===== src/rtl/exec_unit.sv =====
// Execute/writeback stage feeding the register file: single-cycle ALU ops plus
// bit-serial shifts and shift-add multiply under a busy handshake.
module exec_unit #(
    parameter int DW = 8,
    parameter int AW = 5
) (
    input  logic          clk,
    input  logic          reset,
    input  logic          start,
    input  logic [3:0]    op,
    input  logic [DW-1:0] a,
    input  logic [DW-1:0] b,
    input  logic [AW-1:0] dst,
    input  logic          wb_en,
    output logic          busy,
    output logic          done,
    output logic [DW-1:0] di,
    output logic          we,
    output logic [AW-1:0] ptr_w,
    output logic          r_overflow
);

    localparam int CW = $clog2(DW + 1);

    localparam logic [3:0] OP_MOV = 4'd0;
    localparam logic [3:0] OP_ADD = 4'd1;
    localparam logic [3:0] OP_ADC = 4'd2;
    localparam logic [3:0] OP_SUB = 4'd3;
    localparam logic [3:0] OP_AND = 4'd4;
    localparam logic [3:0] OP_OR  = 4'd5;
    localparam logic [3:0] OP_XOR = 4'd6;
    localparam logic [3:0] OP_SHL = 4'd7;
    localparam logic [3:0] OP_SHR = 4'd8;
    localparam logic [3:0] OP_MUL = 4'd9;

    typedef enum logic [1:0] {IDLE, SHIFT, MUL} state_t;

    state_t          r_state;
    state_t          w_next;
    logic [CW-1:0]   r_count;
    logic [AW-1:0]   r_dst;
    logic            r_wbEn;
    logic            r_shLeft;
    logic [DW-1:0]   r_shval;
    logic [2*DW-1:0] r_acc;
    logic [2*DW-1:0] r_mcand;
    logic [DW-1:0]   r_mplier;

    logic [2:0]      w_k;
    logic            w_isShift;
    logic            w_isMul;
    logic            w_multi;
    logic [DW:0]     w_sum;
    logic [DW-1:0]   w_res;
    logic            w_flag;
    logic [DW-1:0]   w_shNext;
    logic            w_shOut;
    logic [2*DW-1:0] w_accNext;

    assign w_k       = b[2:0];
    assign w_isShift = (op == OP_SHL) || (op == OP_SHR);
    assign w_isMul   = (op == OP_MUL);
    assign w_multi   = w_isMul || (w_isShift && (w_k != 3'd0));
    assign w_shNext  = r_shLeft ? (r_shval << 1) : (r_shval >> 1);
    assign w_shOut   = r_shLeft ? r_shval[DW-1] : r_shval[0];
    assign w_accNext = r_acc + (r_mplier[0] ? r_mcand : '0);

    // Single-cycle result; a zero-count shift passes a through and clears the flag.
    always_comb begin
        w_sum  = {1'b0, a} + {1'b0, b} + {{DW{1'b0}}, (op == OP_ADC) ? r_overflow : 1'b0};
        w_res  = di;
        w_flag = r_overflow;
        case (op)
            OP_MOV:         w_res = b;
            OP_ADD, OP_ADC: begin w_res = w_sum[DW-1:0]; w_flag = w_sum[DW]; end
            OP_SUB:         begin w_res = a - b; w_flag = (a < b); end
            OP_AND:         w_res = a & b;
            OP_OR:          w_res = a | b;
            OP_XOR:         w_res = a ^ b;
            OP_SHL, OP_SHR: begin w_res = a; w_flag = 1'b0; end
            default:        ;
        endcase
    end

    always_ff @(posedge clk) begin
        if (reset) r_state <= IDLE;
        else       r_state <= w_next;
    end

    always_comb begin
        w_next = r_state;
        case (r_state)
            IDLE:    if (start && w_multi) w_next = w_isMul ? MUL : SHIFT;
            SHIFT,
            MUL:     if (r_count == CW'(1)) w_next = IDLE;
            default: w_next = IDLE;
        endcase
    end

    always_comb begin
        busy = (r_state != IDLE);
    end

    // Datapath: operands are latched at acceptance, results land with the done pulse.
    always_ff @(posedge clk) begin
        if (reset) begin
            done       <= 1'b0;
            we         <= 1'b0;
            di         <= '0;
            ptr_w      <= '0;
            r_overflow <= 1'b0;
            r_count    <= '0;
            r_dst      <= '0;
            r_wbEn     <= 1'b0;
            r_shLeft   <= 1'b0;
            r_shval    <= '0;
            r_acc      <= '0;
            r_mcand    <= '0;
            r_mplier   <= '0;
        end else begin
            done <= 1'b0;
            we   <= 1'b0;
            case (r_state)
                IDLE: begin
                    if (start) begin
                        r_dst  <= dst;
                        r_wbEn <= wb_en;
                        if (w_isMul) begin
                            r_acc    <= '0;
                            r_mcand  <= {{DW{1'b0}}, a};
                            r_mplier <= b;
                            r_count  <= CW'(DW);
                        end else if (w_multi) begin
                            r_shval  <= a;
                            r_shLeft <= (op == OP_SHL);
                            r_count  <= CW'(w_k);
                        end else begin
                            di         <= w_res;
                            ptr_w      <= dst;
                            r_overflow <= w_flag;
                            done       <= 1'b1;
                            we         <= wb_en && (op < 4'd10);
                        end
                    end
                end
                SHIFT: begin
                    r_shval <= w_shNext;
                    r_count <= r_count - CW'(1);
                    if (r_count == CW'(1)) begin
                        di         <= w_shNext;
                        ptr_w      <= r_dst;
                        r_overflow <= w_shOut;
                        done       <= 1'b1;
                        we         <= r_wbEn;
                    end
                end
                MUL: begin
                    r_acc    <= w_accNext;
                    r_mcand  <= r_mcand << 1;
                    r_mplier <= r_mplier >> 1;
                    r_count  <= r_count - CW'(1);
                    if (r_count == CW'(1)) begin
                        di         <= w_accNext[DW-1:0];
                        ptr_w      <= r_dst;
                        r_overflow <= |w_accNext[2*DW-1:DW];
                        done       <= 1'b1;
                        we         <= r_wbEn;
                    end
                end
                default: ;
            endcase
        end
    end

endmodule


===== config.mk =====
export PLATFORM = sky130hd
export DESIGN_NAME = exec_unit
export DESIGN_NICKNAME = d
export VERILOG_FILES = /design/src/rtl/exec_unit.sv
export SDC_FILE = /design/constraint.sdc
export NUM_CORES = 1
export LEC_CHECK = 0
export CELL_PAD_IN_SITES_DETAIL_PLACEMENT = 0
export CELL_PAD_IN_SITES_GLOBAL_PLACEMENT = 1
export CORE_MARGIN = 5
export CORE_UTILIZATION = 44
export DETAILED_ROUTE_END_ITERATION = 10
export GPL_TIMING_DRIVEN = 0
export PLACE_DENSITY_LB_ADDON = 0.05
export SLEW_MARGIN = 0
export SYNTH_ARGS = -nofsm -noshare
export SYNTH_HDL_FRONTEND = slang
export SYNTH_SLANG_ARGS = --single-unit

===== constraint.sdc =====
create_clock -name clk -period 3.7 [get_ports clk]
set_input_delay 0.74 -clock clk [delete_from_list [all_inputs] [get_ports clk]]
set_output_delay 0.74 -clock clk [all_outputs]
set_load 0.01 [all_outputs]

==> reports/results.txt <==
CTS Sinks: 77
DP Worst Slack: -0.536 ns
WP data arrival: 3.89 ns
FMAX: 0.276 GHz
Crit start category: input pin
Leak: 2.63 nW
Cell total after placement: 926
Synth unique cells: 71
Fin. Hold Viols: 0
IO buf count: 43
R2r setup slk: 0.27 ns
Total CTS buffers: 9
Most used DFF post-synth: dfxtp_1
Synth warn: 0
Critical Path RT: 3.97 ns
VDD IR max: 0.202 mV
Die Span X: 123 µm
Nets: 844
Setup ws final: 0.0763 ns
Skew-Pair Late Insertion Delay: 0.34 ns
Number of antenna violations at the first check in global routing: 0
Drt drc: 0
Max FO, Critical Path: 10
Total power: 2.40 mW
Period utilization: 97.9%
Worst Tran Pin Value: 0.910 ns
Diode count: 0
DIE AREA: 0.0152 mm²
RR Endpoint: r_overflow
H-tree depth: 3
Number of synthesized flops with an enable pin: 0
Vias in the first global route: 5035
RSZ-0062 raised after global routing: no
Largest net degree at the start of global routing: 14
R2R depth: 13
HP Class: reg -> reg
Clock root cell: clkbuf_16
Netlist area before placement: 0.00563 mm²
Starting Density: 44.8%
DRT Pass-1 Iters: 7
Flops & latches, synth: 77
Crit path capture: r_overflow
Vias: 5426
Crit Path Class: in -> reg
Grt ovf: 0
Total track usage: 23.8%
Commonest non-fill, non-tap cell in the layout: dfxtp_1
CP Capture Type: flop
Max-cap viol count: 0
Vias/cell: 5.75
Area Growth Syn to Fin: 18.2%
ANT nets after route: 0
Max Slew Vio Count: 0
Io pins: 46
PwrDens: 361 mW/mm²
Core area: 0.0126 mm²
Tmin final: 3.62 ns
Placed Area: 0.00627 mm²
Skew final: 0.00624 ns
Status: completed
CTS tree: done
Sequential area share after synthesis: 27.4%
DRT iter0 DRCs: 377
HPWL after DPL: 13.5 mm
Layout Cells excl Fill: 943
Gate Count Post-Synth: 711
Worst r2r src: r_mplier[0]
Slew HR: 39.2%
Commonest cells after routing, fill and taps aside: dfxtp_1, nor2_1, nand2_1, a21oi_1, ha_1
Post-synth ARST share: 0%
Chip height: 123 µm
Mapped Avg Cell Area: 7.92 µm²
Clock transition at the registers of the reported paths: 0.06 ns
First-pass GRT wire length: 27.8 mm
Routed len/inst: 18.6 µm
Wirelength, routed: 17.5 mm
Final setup viols: 0
CP Launch Point: op[0]
Min-delay src: r_dst[0]
Finished Cell Area: 0.00665 mm²
Row count: 41
Hold-fix buffers, CTS: 0
Gpl congestion: 0.878
Synth Net Count: 789
Clk buf depth: 2
Share of post-route cells with drive strength above 1: 7.00%
synthesized netlist by cell type (3+ instances only):
cell type,count,area [µm²]
clkbuf_1,29,109
o21bai_1,5,37.5
nand2b_1,9,56.3
o31ai_1,3,22.5
a32oi_1,4,35.0
o211ai_1,4,30.0
nand3_1,33,165
inv_1,38,143
xor2_1,7,61.3
and2_1,16,100
fa_1,4,80.1
ha_1,45,563
nor2b_1,9,56.3
nand2_1,64,240
dfxtp_1,77,1540
and3_1,4,25.0
o21ai_0,25,125
nor4_1,4,25.0
nor2_1,76,285
o2111ai_1,3,26.3
a211oi_1,26,195
buf_4,4,30.0
mux2i_1,33,330
a221oi_1,5,43.8
nor3_1,17,85.1
a31oi_1,6,37.5
o22ai_1,7,43.8
nand3b_1,4,30.0
mux2_2,7,78.8
a21oi_1,54,270
a22oi_1,14,105
xnor2_1,10,87.6
o41ai_1,3,26.3
buf_2,5,25.0
a21o_1,8,60.1
state kept, by name (all words and copies together), names as in the netlist:
register / flops
di: 8
done: 1
ptr_w: 5
r_acc: 16
r_count: 4
r_dst: 5
r_mcand: 16
r_mplier: 8
r_overflow: 1
r_shLeft: 1
r_shval: 8
r_state: 2
r_wbEn: 1
we: 1
logic make-up (layout without fill, tap and decap cells):
logic type      after synthesis  in the layout  share of synthesized area (%)
compound gates              196            196                           23.7
fa+ha+maj                    49             49                           11.4
flops                        77             77                           27.4
mux                          41             41                           7.67
xor+xnor                     17             17                           2.65
simple gates                252            252                           21.5
buf+inv                      79            139                           5.65
layout make-up:
cell class / instances / area, µm²
Tap cell: 172 / 215
Clock inverter: 5 / 106
Fill cell: 1267 / 5920
Buffer: 40 / 175
Multi-Input combinational cell: 555 / 3780
Timing Repair Buffer: 44 / 437
Sequential cell: 77 / 1540
Clock buffer: 11 / 253
Inverter: 39 / 146
worst min-delay path by stage:
stage | endpoint | slack (ns) | depth (start not counted)
after floorplan | r_mcand[15] | 0.43 | 2
after detailed placement | r_mcand[15] | 0.45 | 2
after global placement | r_dst[2] | 0.44 | 2
final | r_dst[0] | 0.45 | 2
after global routing | r_dst[0] | 0.47 | 2
after CTS | r_mcand[15] | 0.45 | 2
worst max-delay path: stages:
cell and delay, ns:
clkdlybuf4s50_1 0.48, buf_4 0.22, nor2b_2 0.16, nand3_1 0.12
fa_2 0.39, fa_1 0.41, nor2b_2 0.16, o21ai_0 0.12
nand2b_1 0.14, a31o_2 0.20, a21o_1 0.14, a41oi_1 0.13
a211o_1 0.34, a31oi_1 0.15
where the power goes:
part	total, mW	internal [mW]	switching [mW]	leakage [nW]
combinational	0.467	0.193	0.274	1.83
sequential	0.884	0.862	0.0226	0.625
clock	1.05	0.697	0.354	0.172
total	2.40	1.75	0.651	2.63
through the flow:
stage	setup TNS (ns)	util [%]	hold slack [ns]
finish	0	52.9	0.454
global route	0	52.9	0.473
CTS	0	52.8	0.455
detailed placement	-1.63	49.9	0.445
global placement	-1.66	49.9	0.442
floorplan	0	-	0.432
per-layer routing:
layer  wire (µm)  share of wire (%)  vias to the layer above  track usage, %
met5           0                  0                        -               0
met3        1020                5.8                       23            3.43
met1        8330                 48                     2534            33.7
met2        7920                 45                      202            37.9
li1            -                  -                     2667               -
met4         258                1.5                        0            6.09
what timing repair did:
item	4_1_cts	5_1_grt
gates resized for setup	3	2
setup buffers	0	1
setup endpoints to repair	2	2
endpoints found under the hold margin	0	0
Note: power is estimated with default switching activity, not from simulation.
